$ cat src/rtl/ifetch_unit_pkg.sv
// Shared types and constants for the RV32I instruction fetch stage.
package ifetch_unit_pkg;

  localparam int unsigned IFQ_DEPTH_DEF = 2;
  localparam logic [31:0] RESET_PC_DEF  = 32'h0000_0000;
  localparam logic [31:0] INSTR_NOP     = 32'h0000_0013;

  // One fetch-queue slot: fetched PC, returned word, misaligned-fetch marker flag
  typedef struct packed {
    logic [31:0] pc;
    logic [31:0] instr;
    logic        misaligned;
  } ifq_entry_t;

  typedef enum logic {
    IF_RUN,
    IF_FAULT
  } ifetch_state_t;

endpackage

$ cat src/rtl/ifetch_queue.sv
// Small synchronous FIFO of fetch entries with flush; head is read combinationally.
module ifetch_queue
  import ifetch_unit_pkg::*;
#(
  parameter int unsigned DEPTH = IFQ_DEPTH_DEF
) (
  input  logic       clk,
  input  logic       rst_n,
  input  logic       flush,
  input  logic       push,
  input  ifq_entry_t push_data,
  input  logic       pop,
  output ifq_entry_t head,
  output logic       full,
  output logic       empty
);

  localparam int unsigned AW = $clog2(DEPTH);

  // Pointers carry one extra wrap bit to tell full from empty
  logic [AW:0] wr_ptr_q, rd_ptr_q;
  ifq_entry_t  mem_q [DEPTH];
  logic        do_push, do_pop;

  assign empty   = (wr_ptr_q == rd_ptr_q);
  assign full    = (wr_ptr_q[AW] != rd_ptr_q[AW]) &&
                   (wr_ptr_q[AW-1:0] == rd_ptr_q[AW-1:0]);
  assign do_pop  = pop && !empty;
  // When full, a same-cycle pop frees the slot being written
  assign do_push = push && (!full || do_pop);
  assign head    = mem_q[rd_ptr_q[AW-1:0]];

  // Pointer and storage update; flush discards all entries
  always_ff @(posedge clk or negedge rst_n) begin
    if (!rst_n) begin
      wr_ptr_q <= '0;
      rd_ptr_q <= '0;
      for (int i = 0; i < int'(DEPTH); i++) begin
        mem_q[i] <= '0;
      end
    end else if (flush) begin
      wr_ptr_q <= '0;
      rd_ptr_q <= '0;
    end else begin
      if (do_push) begin
        mem_q[wr_ptr_q[AW-1:0]] <= push_data;
        wr_ptr_q                <= wr_ptr_q + 1'b1;
      end
      if (do_pop) begin
        rd_ptr_q <= rd_ptr_q + 1'b1;
      end
    end
  end

endmodule

$ cat src/rtl/ifetch_unit.sv
// Instruction fetch unit: owns the fetch PC, drives instruction memory, queues
// {pc, instruction} for decode and handles redirects and misaligned targets.
module ifetch_unit
  import ifetch_unit_pkg::*;
#(
  parameter logic [31:0] RESET_PC  = RESET_PC_DEF,
  parameter int unsigned IFQ_DEPTH = IFQ_DEPTH_DEF
) (
  input  logic        clk,
  input  logic        rst_n,
  output logic [31:0] imem_pc,
  input  logic [31:0] imem_instruction,
  input  logic        redirect_valid,
  input  logic [31:0] redirect_pc,
  output logic        if_valid,
  input  logic        if_ready,
  output logic [31:0] if_pc,
  output logic [31:0] if_instruction,
  output logic        if_misaligned
);

  ifetch_state_t state_q;
  logic [31:0]   fetch_pc_q;
  logic          marker_pending_q;

  logic          push, pop;
  logic          q_full, q_empty;
  ifq_entry_t    push_data, head;

  assign imem_pc        = fetch_pc_q;
  assign if_valid       = !q_empty;
  assign pop            = if_valid && if_ready;
  assign if_pc          = head.pc;
  assign if_instruction = head.instr;
  assign if_misaligned  = head.misaligned;

  // Push decision: redirect suppresses pushes; FAULT pushes only the one marker
  always_comb begin
    push      = 1'b0;
    push_data = '{pc: fetch_pc_q, instr: imem_instruction, misaligned: 1'b0};
    if (!redirect_valid) begin
      case (state_q)
        IF_RUN:   push = !q_full || pop;
        IF_FAULT: begin
          if (marker_pending_q) begin
            push      = 1'b1;
            push_data = '{pc: fetch_pc_q, instr: INSTR_NOP, misaligned: 1'b1};
          end
        end
        default:  push = 1'b0;
      endcase
    end
  end

  // PC register and RUN/FAULT state machine
  always_ff @(posedge clk or negedge rst_n) begin
    if (!rst_n) begin
      state_q          <= IF_RUN;
      fetch_pc_q       <= RESET_PC;
      marker_pending_q <= 1'b0;
    end else if (redirect_valid) begin
      fetch_pc_q <= redirect_pc;
      if (redirect_pc[1:0] == 2'b00) begin
        state_q          <= IF_RUN;
        marker_pending_q <= 1'b0;
      end else begin
        state_q          <= IF_FAULT;
        marker_pending_q <= 1'b1;
      end
    end else begin
      case (state_q)
        IF_RUN: begin
          if (push) begin
            fetch_pc_q <= fetch_pc_q + 32'd4;
          end
        end
        IF_FAULT: begin
          // imem_pc holds the faulting target; only a redirect leaves FAULT
          if (marker_pending_q) begin
            marker_pending_q <= 1'b0;
          end
        end
        default: state_q <= IF_RUN;
      endcase
    end
  end

  ifetch_queue #(
    .DEPTH (IFQ_DEPTH)
  ) u_queue (
    .clk       (clk),
    .rst_n     (rst_n),
    .flush     (redirect_valid),
    .push      (push),
    .push_data (push_data),
    .pop       (pop),
    .head      (head),
    .full      (q_full),
    .empty     (q_empty)
  );

endmodule
$ cat config.mk
export PLATFORM = sky130hd
export DESIGN_NAME = ifetch_unit
export DESIGN_NICKNAME = d
export VERILOG_FILES = /design/src/rtl/ifetch_unit_pkg.sv /design/src/rtl/ifetch_queue.sv /design/src/rtl/ifetch_unit.sv
export SDC_FILE = /design/constraint.sdc
export NUM_CORES = 1
export LEC_CHECK = 0
export BUFFER_PORTS_ARGS = -buffer_cell sky130_fd_sc_hd__clkbuf_2
export CAP_MARGIN = 0
export CORE_MARGIN = 2
export CORE_UTILIZATION = 55
export DETAILED_ROUTE_END_ITERATION = 7
export PLACE_DENSITY = 0.79
export SLEW_MARGIN = 15
export SYNTH_ARGS = -nofsm -noshare
export SYNTH_HDL_FRONTEND = slang
export SYNTH_HIERARCHICAL = 1
export SYNTH_SLANG_ARGS = --single-unit
$ cat constraint.sdc
create_clock -name clk -period 7.1 [get_ports clk]
set_input_delay 1.065 -clock clk [delete_from_list [all_inputs] [get_ports clk]]
set_output_delay 1.065 -clock clk [all_outputs]
set_load 0.05 [all_outputs]
==> results.txt, run 1 <==
- Main combinational cell family by area after synthesis: multiplexers
* Worst setup path category: reg2reg
- The number of global-route vias before repair was 5,845.
- P_sw: 1567 uW
- Clock skew: 8.528 ps
- Post-cts resize count: 0
- Combinational logic is responsible for 39.1% of the overall power.
- Startpoint types: flop
- The first detailed-routing pass ran for 4 iterations.
* Dpl hpwl: 11,640 um
- For this run, the leading register cell type out of synthesis is sky130_fd_sc_hd__dfrtp_1.
- H-tree depth: 4
- Clock share of power: 22.5%
* Fraction of final layout cells with drive strength greater than 1: 43.84%
* Number of cells produced by synthesis: 676
- Number of pins exceeding their max-slew limit in the final report: 0
- Yosys top cell by area: sky130_fd_sc_hd__dfrtp_1
- Setup repair after global routing left no endpoint under its margin.
* Per-cell via count in the routed design: 5.773
- Most frequent cells after synthesis: 168 x sky130_fd_sc_hd__dfrtp_1, 98 x sky130_fd_sc_hd__mux2_2, 50 x sky130_fd_sc_hd__mux2_1, 50 x sky130_fd_sc_hd__mux2_4, 33 x sky130_fd_sc_hd__buf_4
- The worst hold path begins at u_queue/mem_q[28].
* Result of the run: complete, no violations
- Clock tree from TritonCTS: built
- Summed over all layers, the routed wires come to 18,210 um.
- The detailed router finished its first iteration with 287 violations.
- The number of setup buffers added after CTS is 0.
* Total clock sinks: 168
- Max Fclk: 229.3 MHz
- Buffers inserted to repair hold after CTS numbered 0.
* Post-synthesis net count: 745
- The worst path uses 61.42% of the clock period.
* Mean post-synth cell area: 12.67 um2
- Cell with the most instances after synthesis: sky130_fd_sc_hd__dfrtp_1
* Number of flops mapped to enable cells by yosys: 0
- Total clock buffers created by CTS: 17
* Synthesized flop and latch total: 168
- Of all flip-flops after synthesis, the portion carrying an async set or reset was 100.0%.
- WP data arrival: 4670 ps
* # nets final: 859
- Aggregate global-route resource usage: 22.88%
- At the worst endpoint, the required time is 7410 ps.
- Row generation in the floorplan step produced 45 rows.
- The detail route stage leaves a number of antenna-violating nets equal to 0.
- The die covers 0.01658 mm2.
* Die width: 128.8 um
* Source-to-sink clock delay at the later pin of the worst-skew pair: 430 ps
- The worst setup path is captured at a flop.
- The cell sitting at the root of the clock tree is a sky130_fd_sc_hd__clkbuf_16.
* Critical R2R Launch: u_queue/rd_ptr_q[0]
- Proportion of netlist area held by the largest area contributor: 49.10%
* Share of the synthesized netlist area taken by xor and xnor gates: 1.023%
- Adder-cell area share of the yosys netlist: 0.1461%
* Leak Pwr: 0.004439 uW
- Fin crit period: 4361 ps
- The die is 128.8 um tall.
- The total overflow left after global routing is 0.
* Antenna cells: 0
- Detailed routing inserted a total of 5,721 vias.
* Proportion of synthesized area in mux cells: 28.35%
* Worst setup path startpoint: u_queue/rd_ptr_q[0]
* Critical path fanouts, max: 73
* Final setup violating endpoints: 0
- By area the synthesized netlist is led by sky130_fd_sc_hd__dfrtp_1 49%, sky130_fd_sc_hd__mux2_2 13%, sky130_fd_sc_hd__mux2_4 8.8%.
* Number of port buffers: 165
* Min-Delay Path Class: reg2reg
- The worst pin sits at a relative slew slack of 30.86%.
- Fraction of power spent switching nets: 39.35%
- Buffer levels on the longest clock path: 2
* Max-Cap Viols: 0
- Average wire length per cell after detail routing: 18.37 um
- The first global-routing pass estimated 29,720 um of wire.
- Entering global routing, the biggest net connects 98 pins.
- Worst setup timing slack at the placement stage: 2009 ps
- Final estimated routing congestion in global placement: 0.7787
* Final Hold Viols: 0
- IO Count: 166
- Of the total synthesized cell area, the portion taken by AND, OR, NAND and NOR gates is 9.660%.
- Post-synthesis compound-gate area fraction: 5.407%
- Fin Setup TNS: 0 ps
* Core Area: 0.01520 mm2
- The internal portion of the total power is 2415 uW.
- In the routed design, unresolved DRC markers number 0.
- In this run the power density over the cells is 407.4 mW/mm2.
- Layout Area Growth over Synthesis: 14.15%
* Antenna violations before repair: 0
- Summing every instance area after synthesis gives 0.008562 mm2.
- Largest vdd supply drop: 232.8 uV
- Warnings, synthesis: 6
- The initial utilization of the core area, before any placement, comes to 56.32%.
- For the pin with the worst max-slew slack, the measured transition is 1037 ps.
* Post-synthesis sequential area ratio: 49.10%
- The number of different library cells used by synthesis comes to 46.
- Clock slew at reported path FFs: 60 ps
- Sequential cells burn 38.3% of the power.
* Fin worst setup slack: 2739 ps
==> state kept, by name (all words and copies together) (netlist names) <==
name	cells
imem_pc	32
marker_pending_q	1
state_q	1
u_queue/wr_ptr_q	2
u_queue/mem_q	130
u_queue/rd_ptr_q	2
==> per-stage QoR <==
stage               util, %  hold slack, ps  instances  power, uW  area [um2]
global placement      60.35           460.8        958       3037        9175
global route          64.29           494.7        991       4179        9773
finish                64.29           482.2        991       3982        9773
floorplan                 -           452.2        676       2776        8562
detailed placement    60.35           468.4        958       3098        9175
CTS                   64.12           482.9        990       4011        9748
==> worst max-delay path, cell delays in order, from the launching register on <==
cell,delay [ps]
sky130_fd_sc_hd__dfrtp_4,1100
sky130_fd_sc_hd__xor2_1,240
sky130_fd_sc_hd__nor2_1,90
sky130_fd_sc_hd__nand2b_4,210
sky130_fd_sc_hd__a21oi_1,380
sky130_fd_sc_hd__a21o_1,270
sky130_fd_sc_hd__or3b_1,430
sky130_fd_sc_hd__a21oi_4,660
sky130_fd_sc_hd__buf_12,410
sky130_fd_sc_hd__mux2_2,390
==> worst paths after layout <==
check	slack [ps]	to	depth (start not counted)
worst max register to register	2740	u_queue/mem_q[102]	9
max in group asynchronous	4910	u_queue/mem_q[75]	2
worst min-delay path	480	u_queue/mem_q[28]	1
worst max-delay path	2740	u_queue/mem_q[102]	9
worst min register to register	480	u_queue/mem_q[28]	1
min in group asynchronous	730	u_queue/mem_q[57]	1
==> cell usage in the layout, fill, tap and decap left out, types with 2 or more instances in the layout <==
master	n
sky130_fd_sc_hd__o211ai_1	4
sky130_fd_sc_hd__buf_12	2
sky130_fd_sc_hd__a21oi_1	7
sky130_fd_sc_hd__inv_1	9
sky130_fd_sc_hd__nor2_1	24
sky130_fd_sc_hd__nand3b_1	4
sky130_fd_sc_hd__a22o_1	2
sky130_fd_sc_hd__xor2_1	3
sky130_fd_sc_hd__clkbuf_1	2
sky130_fd_sc_hd__nand3_1	13
sky130_fd_sc_hd__nor4bb_1	2
sky130_fd_sc_hd__mux2_1	50
sky130_fd_sc_hd__bufinv_16	2
sky130_fd_sc_hd__and4_1	4
sky130_fd_sc_hd__nor2b_1	2
sky130_fd_sc_hd__or3_1	6
sky130_fd_sc_hd__clkbuf_2	164
sky130_fd_sc_hd__and3_1	2
sky130_fd_sc_hd__a31oi_1	18
sky130_fd_sc_hd__xnor2_1	7
sky130_fd_sc_hd__o21ai_0	16
sky130_fd_sc_hd__or4_1	16
sky130_fd_sc_hd__dfrtp_1	167
sky130_fd_sc_hd__buf_4	2
sky130_fd_sc_hd__clkinv_4	2
sky130_fd_sc_hd__clkinv_2	5
sky130_fd_sc_hd__clkbuf_16	17
sky130_fd_sc_hd__nand4_1	8
sky130_fd_sc_hd__mux2_2	98
sky130_fd_sc_hd__and2_1	30
sky130_fd_sc_hd__nand2b_1	4
sky130_fd_sc_hd__nand2_1	22
sky130_fd_sc_hd__o31ai_1	12
sky130_fd_sc_hd__a211o_1	2
sky130_fd_sc_hd__a211oi_1	4
sky130_fd_sc_hd__mux2_4	50
sky130_fd_sc_hd__a311oi_1	2
sky130_fd_sc_hd__clkinvlp_4	2
==> logic make-up (layout without fill, tap and decap cells) <==
logic type / Yosys count / count (layout)
AND/OR/NAND/NOR: 144 / 144
flip-flops: 168 / 168
multiplexers: 199 / 199
buffers and inverters: 83 / 210
adder cells (fa/ha/maj): 1 / 1
XOR/XNOR: 10 / 10
AO/OA/AOI/OAI: 71 / 71
==> per-layer routing <==
metal  wire [um]  up-vias  share of wire [%]  global-route usage (%)
met4         235        0                1.3                   6.905
met2        8876      176                 49                   36.45
met3        1036       24                5.7                   7.193
met1        8059     2892                 44                   30.25
li1            -     2629                  -                       -
met5           0        -                  0                       0
==> area by class of cell <==
class	count	area [um2]
fill	1154	5429
multi-input combinational	425	3836
clock buffer	20	446.7
inverter	9	33.78
clock inverter	12	126.4
tap	188	235.2
sequential	168	4208
timing repair buffer	169	887.1
==> power by group through the flow <==
stage / clock (uW) / sequential (uW) / combinational, uW
2_1_floorplan: 0 / 1450 / 1330
3_3_place_gp: 0 / 1510 / 1530
3_5_place_dp: 0 / 1540 / 1560
4_1_cts: 919 / 1520 / 1570
5_1_grt: 964 / 1570 / 1640
6_report: 897 / 1530 / 1560
Power figures use the tool's default switching activity.
==> run 2: changes to the inputs <==
clock period = 4.55 ns   (was 7.1 ns; I/O delays follow)
==> results.txt, run 2 (synthesis gave the netlist of run 1 again) <==
- The global-route wire length before repair is 29,210 um (-1.7%).
- Antenna violations before repair: 0 (unchanged)
- Total clock buffers created by CTS: 17 (unchanged)
- The count of TritonRoute iterations in the first routing pass was 5 (+1).
- The DRC marker count from the first detailed-route iteration came to 327 (+14%).
- The share of layout cells above drive strength 1 came to 43.94% (+0.10 points).
* Fin Setup TNS: 0 ps (unchanged)
* Final estimated routing congestion in global placement: 0.8307 (+6.7%)
- Layout Area Growth over Synthesis: 14.20% (about the same)
* Dpl hpwl: 11,980 um (+3.0%)
- Buffer levels on the longest clock path: 2 (unchanged)
- The area of the multi-input gates was 0.003831 mm2 (-0.13%).
* Number of port buffers: 165 (unchanged)
- Required @ worst endpoint: 4850 ps (-2560 ps)
- The remaining global-route overflow was 0 (unchanged).
* Final cell count without fillers: 996 (+0.50%)
- The clock period minus worst slack was 3527 ps (-833.6 ps).
* Area taken by flip-flops and latches: 0.004208 mm2 (unchanged)
- The number of clock sinks was 168 (unchanged).
- # nets final: 865 (+0.70%)
- Setup repair after global routing left no endpoint under its margin.
- Clock tree from TritonCTS: built
- Buffer cell driving the clock tree root: sky130_fd_sc_hd__clkbuf_16
- Pin count of the biggest net entering global routing: 110 (+12%)
- The filler cell count was 1,145 (-0.78%).
* H-tree depth: 4 (unchanged)
- IO Count: 166 (unchanged)
* WP data arrival: 3830 ps (-840 ps)
- Number of pins exceeding their max-slew limit in the final report: 0 (unchanged)
- Global-route met1 utilization: 28.92% (-1.3 points)
* Endpoint kind of the worst setup timing path: flop
- The library cell used most frequently in the layout, excluding fill and tap cells, is sky130_fd_sc_hd__dfrtp_1.
- u_queue/mem_q holds more flip-flops than any other register.
- The power density over cell area is 632.1 mW/mm2 (+55%).
* Cell depth of the worst flop-to-flop path: 9 (unchanged)
- The routed via count came to 5,641 (-1.4%).
- Destination of the worst register-to-register timing path: u_queue/mem_q[21]
- Die width: 128.8 um (unchanged)
- Core Area: 0.01520 mm2 (unchanged)
- The worst vdd rail ir drop came to 349.3 uV (+50%).
- The library cells used most frequently in the layout, excluding fill and tap cells, are 167 x sky130_fd_sc_hd__dfrtp_1, 164 x sky130_fd_sc_hd__clkbuf_2, 98 x sky130_fd_sc_hd__mux2_2.
* Via count of the first global-routing pass: 5,716 (-2.2%)
- The maximum operating frequency came to 283.5 MHz (+24%).
* Met3 Resource Use GR: 6.653% (-0.54 points)
* Antenna violation net count after detailed routing: 0 (unchanged)
* Source-to-sink clock delay at the later pin of the worst-skew pair: 430 ps (about the same)
* Starting density of the core: 56.32% (unchanged)
- Antenna cells: 0 (unchanged)
- Site row count: 45 (unchanged)
- The number of instances resized during post-cts repair is 0 (unchanged).
- Final Hold Viols: 0 (unchanged)
- The total instance count after detailed placement is 965 (+0.73%).
- Post-route fraction of the period consumed by the critical path: 77.52% (+16 points)
- Leak Pwr: 0.004450 uW (+0.25%)
* Min-Delay Path Class: in2async
- DIE AREA: 0.01658 mm2 (unchanged)
- The clock-pin slew of the registers on the worst-case setup and hold paths was 60 ps (about the same).
- Aggregate global-route resource usage: 22.51% (-0.38 points)
- Minimum setup slack among reg-to-reg paths: 1020 ps (-1720 ps)
* Critical R2R Launch: u_queue/rd_ptr_q[1]
- The remaining max-slew budget at the tightest pin was 33.74% (+2.9 points).
- Worst setup path category: reg2reg
- The overall die height was 128.8 um (unchanged).
- Hold buffers post-CTS: 0 (unchanged)
- Flip-flop count of the largest register, all copies and words added: 130 (unchanged)
- met2 is the most crowded layer.
- Clock skew: 11.14 ps (+2.611 ps)
* Critical path fanouts, max: 38 (-48%)
- DR DRC count: 0 (unchanged)
- STA classifies the critical path startpoint as a flop.
* Result of the run: complete, no violations
- The mean number of vias per cell was 5.664 (-1.9%).
- The total wire length after detailed routing was 18,280 um (+0.37%).
- The slew at the pin closest to its max-slew limit was 993.8 ps (-43.23 ps).
* Met2 capacity usage during global routing: 37.10% (+0.65 points)
* Number of setup buffers added after CTS: 0 (unchanged)
- Final setup violating endpoints: 0 (unchanged)
- The number of max-capacitance violations reported came to 0 (unchanged).
* Average wire length per cell after detail routing: 18.35 um (-0.13%)
-- run 2: cell count changes in the layout (fill, tap and decap cells not counted) --
cell / before / now
sky130_fd_sc_hd__clkbuf_8: 1 / 3
sky130_fd_sc_hd__buf_4: 2 / 9
sky130_fd_sc_hd__clkinvlp_4: 2 / 3
sky130_fd_sc_hd__clkinv_2: 5 / 4
sky130_fd_sc_hd__nand3_2: 1 / 0
sky130_fd_sc_hd__clkbuf_1: 2 / 3
sky130_fd_sc_hd__bufinv_16: 2 / 1
sky130_fd_sc_hd__nand3_1: 13 / 14
sky130_fd_sc_hd__clkinv_4: 2 / 0
sky130_fd_sc_hd__buf_12: 2 / 1
sky130_fd_sc_hd__inv_6: 1 / 0
-- run 2: critical path: stages (launching register included) --
cell                       delay (ps)
sky130_fd_sc_hd__dfrtp_1          430
sky130_fd_sc_hd__xor2_1           450
sky130_fd_sc_hd__nor2_1           150
sky130_fd_sc_hd__nand2b_4         210
sky130_fd_sc_hd__a21oi_1          330
sky130_fd_sc_hd__a21o_1           270
sky130_fd_sc_hd__nand3b_1         130
sky130_fd_sc_hd__o21ba_4          700
sky130_fd_sc_hd__buf_4            360
sky130_fd_sc_hd__mux2_1           360
-- run 2: worst max path at each step --
stage                   startpoint                 end  slack (ps)  depth (start not counted)
6_report       u_queue/rd_ptr_q[1]   u_queue/mem_q[21]        1020                          9
5_1_grt        u_queue/rd_ptr_q[1]   u_queue/mem_q[13]         800                          9
4_1_cts        u_queue/rd_ptr_q[1]   u_queue/mem_q[13]        1020                          9
3_5_place_dp   u_queue/rd_ptr_q[1]   u_queue/mem_q[13]        1070                          9
3_3_place_gp   u_queue/rd_ptr_q[1]   u_queue/mem_q[12]        1240                          9
2_1_floorplan  u_queue/rd_ptr_q[0]  u_queue/mem_q[110]        1380                         13
-- run 2: per-stage QoR --
stage	hold slack (ps)	total power [uW]	setup WS [ps]	area, um2	utilization, %
2_1_floorplan	386.9	4331	1378	8562	-
3_3_place_gp	460.9	4750	1237	9228	60.70
3_5_place_dp	469.2	4848	1070	9228	60.70
4_1_cts	438.7	6229	1021	9778	64.32
5_1_grt	454.6	6471	799.2	9778	64.32
6_report	406.3	6181	1023	9778	64.32
-- run 2: area by class of cell --
class	instances	share of cell area [%]
inverters	9	0.3455
repair buffers	175	9.405
flip-flops and latches	168	43.03
multi-input cells	425	39.18
clock inverters	8	0.7422
well taps	188	2.406
clock buffers	23	4.888
-- run 2: power by group --
group	total, uW	switching, uW	leakage [uW]	internal, uW
combinational	2460	1550	0.00216	908
clock	1350	564	0.000265	789
sequential	2370	326	0.00202	2040
total	6180	2440	0.00445	3740
-- run 2: metal layers --
| layer | share of wire [%] | wire [um] |
|---|---|---|
| met1 | 45 | 8217 |
| met2 | 49 | 8867 |
| met3 | 5.2 | 957 |
| met4 | 1.3 | 233 |
| met5 | 0 | 0 |
==> run 3: changes to the inputs <==
clock period = 3.53 ns   (was 4.55 ns; I/O delays follow)
==> results.txt, run 3 (synthesis gave the netlist of run 1 again) <==
* Result of the run: complete, no violations
* H-tree depth: 4 (unchanged)
- Fraction of final layout cells with drive strength greater than 1: 44.25% (+0.32 points)
- Total clock sinks: 168 (unchanged)
* Average wire length per cell after detail routing: 18.82 um (+2.6%)
* Antenna violations before repair: 0 (unchanged)
- Setup repair after global routing missed its margin: false
* Slowest stage cell, crit path: sky130_fd_sc_hd__xor2_1
* Leak Pwr: 0.004500 uW (+1.1%)
- Walking the worst path, the cells encountered are xor2_1, nor2_1, nand2b_4, a21oi_1, a21o_1, or3b_1, a21oi_4, buf_12, mux2_2.
- The number of port buffers came to 165 (unchanged).
- Clock skew: 10.19 ps (-0.9484 ps)
* Detailed Route WL: 18,770 um (+2.7%)
- The filler cell count came to 1,111 (-3.0%).
- Critical path fanouts, max: 47 (+24%)
- Source-to-sink clock delay at the later pin of the worst-skew pair: 430 ps (about the same)
- Fin Setup TNS: 0 ps (unchanged)
- Most frequent cells in the layout: 167 x sky130_fd_sc_hd__dfrtp_1, 164 x sky130_fd_sc_hd__clkbuf_2, 98 x sky130_fd_sc_hd__mux2_2
- Antenna violation net count after detailed routing: 0 (unchanged)
- The number of hold buffers added after cts came to 0 (unchanged).
- The remaining max-slew budget at the tightest pin came to 32.22% (-1.5 points).
* Worst setup path category: reg2reg
- DR DRC count: 0 (unchanged)
- The final cycle utilization of the critical path is 94.57% (+17 points).
- Router iterations before antenna repair: 4 (-1)
* Final estimated routing congestion in global placement: 0.8234 (-0.88%)
- Slew @ Worst Pin: 1017 ps (+22.83 ps)
- Die width: 128.8 um (unchanged)
- Largest vdd supply drop: 483.3 uV (+38%)
* CP max stage delay: 450 ps (-250 ps)
- The DRC marker count from the first detailed-route iteration came to 362 (+11%).
- The pin count of the biggest net entering global routing came to 85 (-23%).
- The number of instances resized during post-cts repair was 0 (unchanged).
- Required @ worst endpoint: 3830 ps (-1020 ps)
* Buffer levels on the longest clock path: 2 (unchanged)
- Endpoint kind of the worst setup timing path: flop
- The post-detailed-placement half-perimeter wirelength came to 12,000 um (+0.18%).
* Fin crit period: 3338 ps (-188.6 ps)
* Number of setup buffers added after CTS: 0 (unchanged)
- The number of nets in the layout is 865 (unchanged).
* WP data arrival: 3640 ps (-190 ps)
* Buffer cell driving the clock tree root: sky130_fd_sc_hd__clkbuf_16
- The mean number of vias per cell came to 5.776 (+2.0%).
* Max-Cap Viols: 0 (unchanged)
- The clock-pin slew of the registers on the worst-case setup and hold paths is 60 ps (about the same).
* Aggregate global-route resource usage: 23.38% (+0.88 points)
- DIE AREA: 0.01658 mm2 (unchanged)
* Total clock buffers created by CTS: 17 (unchanged)
- Final Hold Viols: 0 (unchanged)
* Max Fclk: 299.5 MHz (+5.6%)
- The worst setup path is launched from a flop.
- Number of pins exceeding their max-slew limit in the final report: 0 (unchanged)
- IO Count: 166 (unchanged)
- From synthesis to final layout, the design area changed by 15.69%.
- TritonCTS built the clock tree.
- Final global-route overflow total: 0 (unchanged)
- Most common library cell in the layout ignoring fill and taps: sky130_fd_sc_hd__dfrtp_1
- Via count of the first global-routing pass: 5,953 (+4.1%)
- The number of flip-flops under the largest register name was 130 (unchanged).
- Total number of vias: 5,759 (+2.1%)
* Min-Delay Path Class: in2async
- The final count of negative-setup-slack endpoints was 0 (unchanged).
- Antenna cells: 0 (unchanged)
- Register containing the most flip-flops in the final layout: u_queue/mem_q
- Height of the die: 128.8 um (unchanged)
- The buffers plus inverters on the worst setup path came to 1 (unchanged).
- The power density over cell area was 831.2 mW/mm2 (+31%).
- First-pass GRT wire length: 30,350 um (+3.9%)
- Site row count: 45 (unchanged)
- The worst hold margin was 139.1 ps (-267.2 ps).
- The core box area is 0.01520 mm2 (unchanged).
- The kind of cell with the highest combined delay along the critical path is compound AO/OA/AOI/OAI gates.
- The effective utilization at floorplan is 56.32% (unchanged).
==> run 3: path summary, 6_finish.rpt <==
kind / startpoint / end / slack [ps] / cells past startpoint
max in group asynchronous: rst_n / u_queue/mem_q[117] / 2430 / 2
worst max-delay path: u_queue/rd_ptr_q[1] / u_queue/mem_q[65] / 190 / 9
min in group clk: redirect_pc[9] / imem_pc[9] / 320 / 3
worst min register to register: u_queue/mem_q[22] / u_queue/mem_q[22] / 480 / 1
worst max register to register: u_queue/rd_ptr_q[1] / u_queue/mem_q[65] / 190 / 9
worst min-delay path: rst_n / u_queue/mem_q[68] / 140 / 1
==> run 3: worst reg2reg max path: cells and delay by family, from the launching register on <==
family          cells  cell delay (ps)
xor+xnor            1              450
simple gates        3              770
flops               1              430
buf+inv             1              340
mux                 1              440
compound gates      3              800
==> run 3: area by class of cell <==
type                       count  area, um2  share of cell area [%]
timing repair buffer         175      957.2                   9.663
clock inverter                11      170.2                   1.718
sequential                   168       4208                   42.48
multi-input combinational    425       3831                   38.68
tap                          188      235.2                   2.375
clock buffer                  21      470.5                   4.749
inverter                       9      33.78                  0.3410
==> run 3: layer usage <==
| layer | share of wire, % | vias to the layer above | global-route usage [%] |
|---|---|---|---|
| met5 | 0 | - | 0 |
| met1 | 44 | 2907 | 30.24 |
| met3 | 5.2 | 19 | 6.819 |
| met4 | 1.1 | 0 | 5.818 |
| li1 | - | 2643 | - |
| met2 | 49 | 190 | 39.00 |
==> run 3: where the power goes <==
group,total (uW),internal (uW),switching [uW]
Combinational,3170,1170,2000
Clock,2000,1240,755
Sequential,3070,2630,432
==> run 3: per-stage QoR <==
stage / cells / util (%) / worst slack, ps / power [uW] / instance area (um2)
4_1_cts: 997 / 65.16 / 233.8 / 8284 / 9906
3_3_place_gp: 965 / 60.95 / 415.9 / 6120 / 9265
3_5_place_dp: 965 / 60.95 / 242.4 / 6252 / 9265
5_1_grt: 997 / 65.16 / 17.61 / 8600 / 9906
6_report: 997 / 65.16 / 191.6 / 8234 / 9906
2_1_floorplan: 676 / - / 358.4 / 5582 / 8562
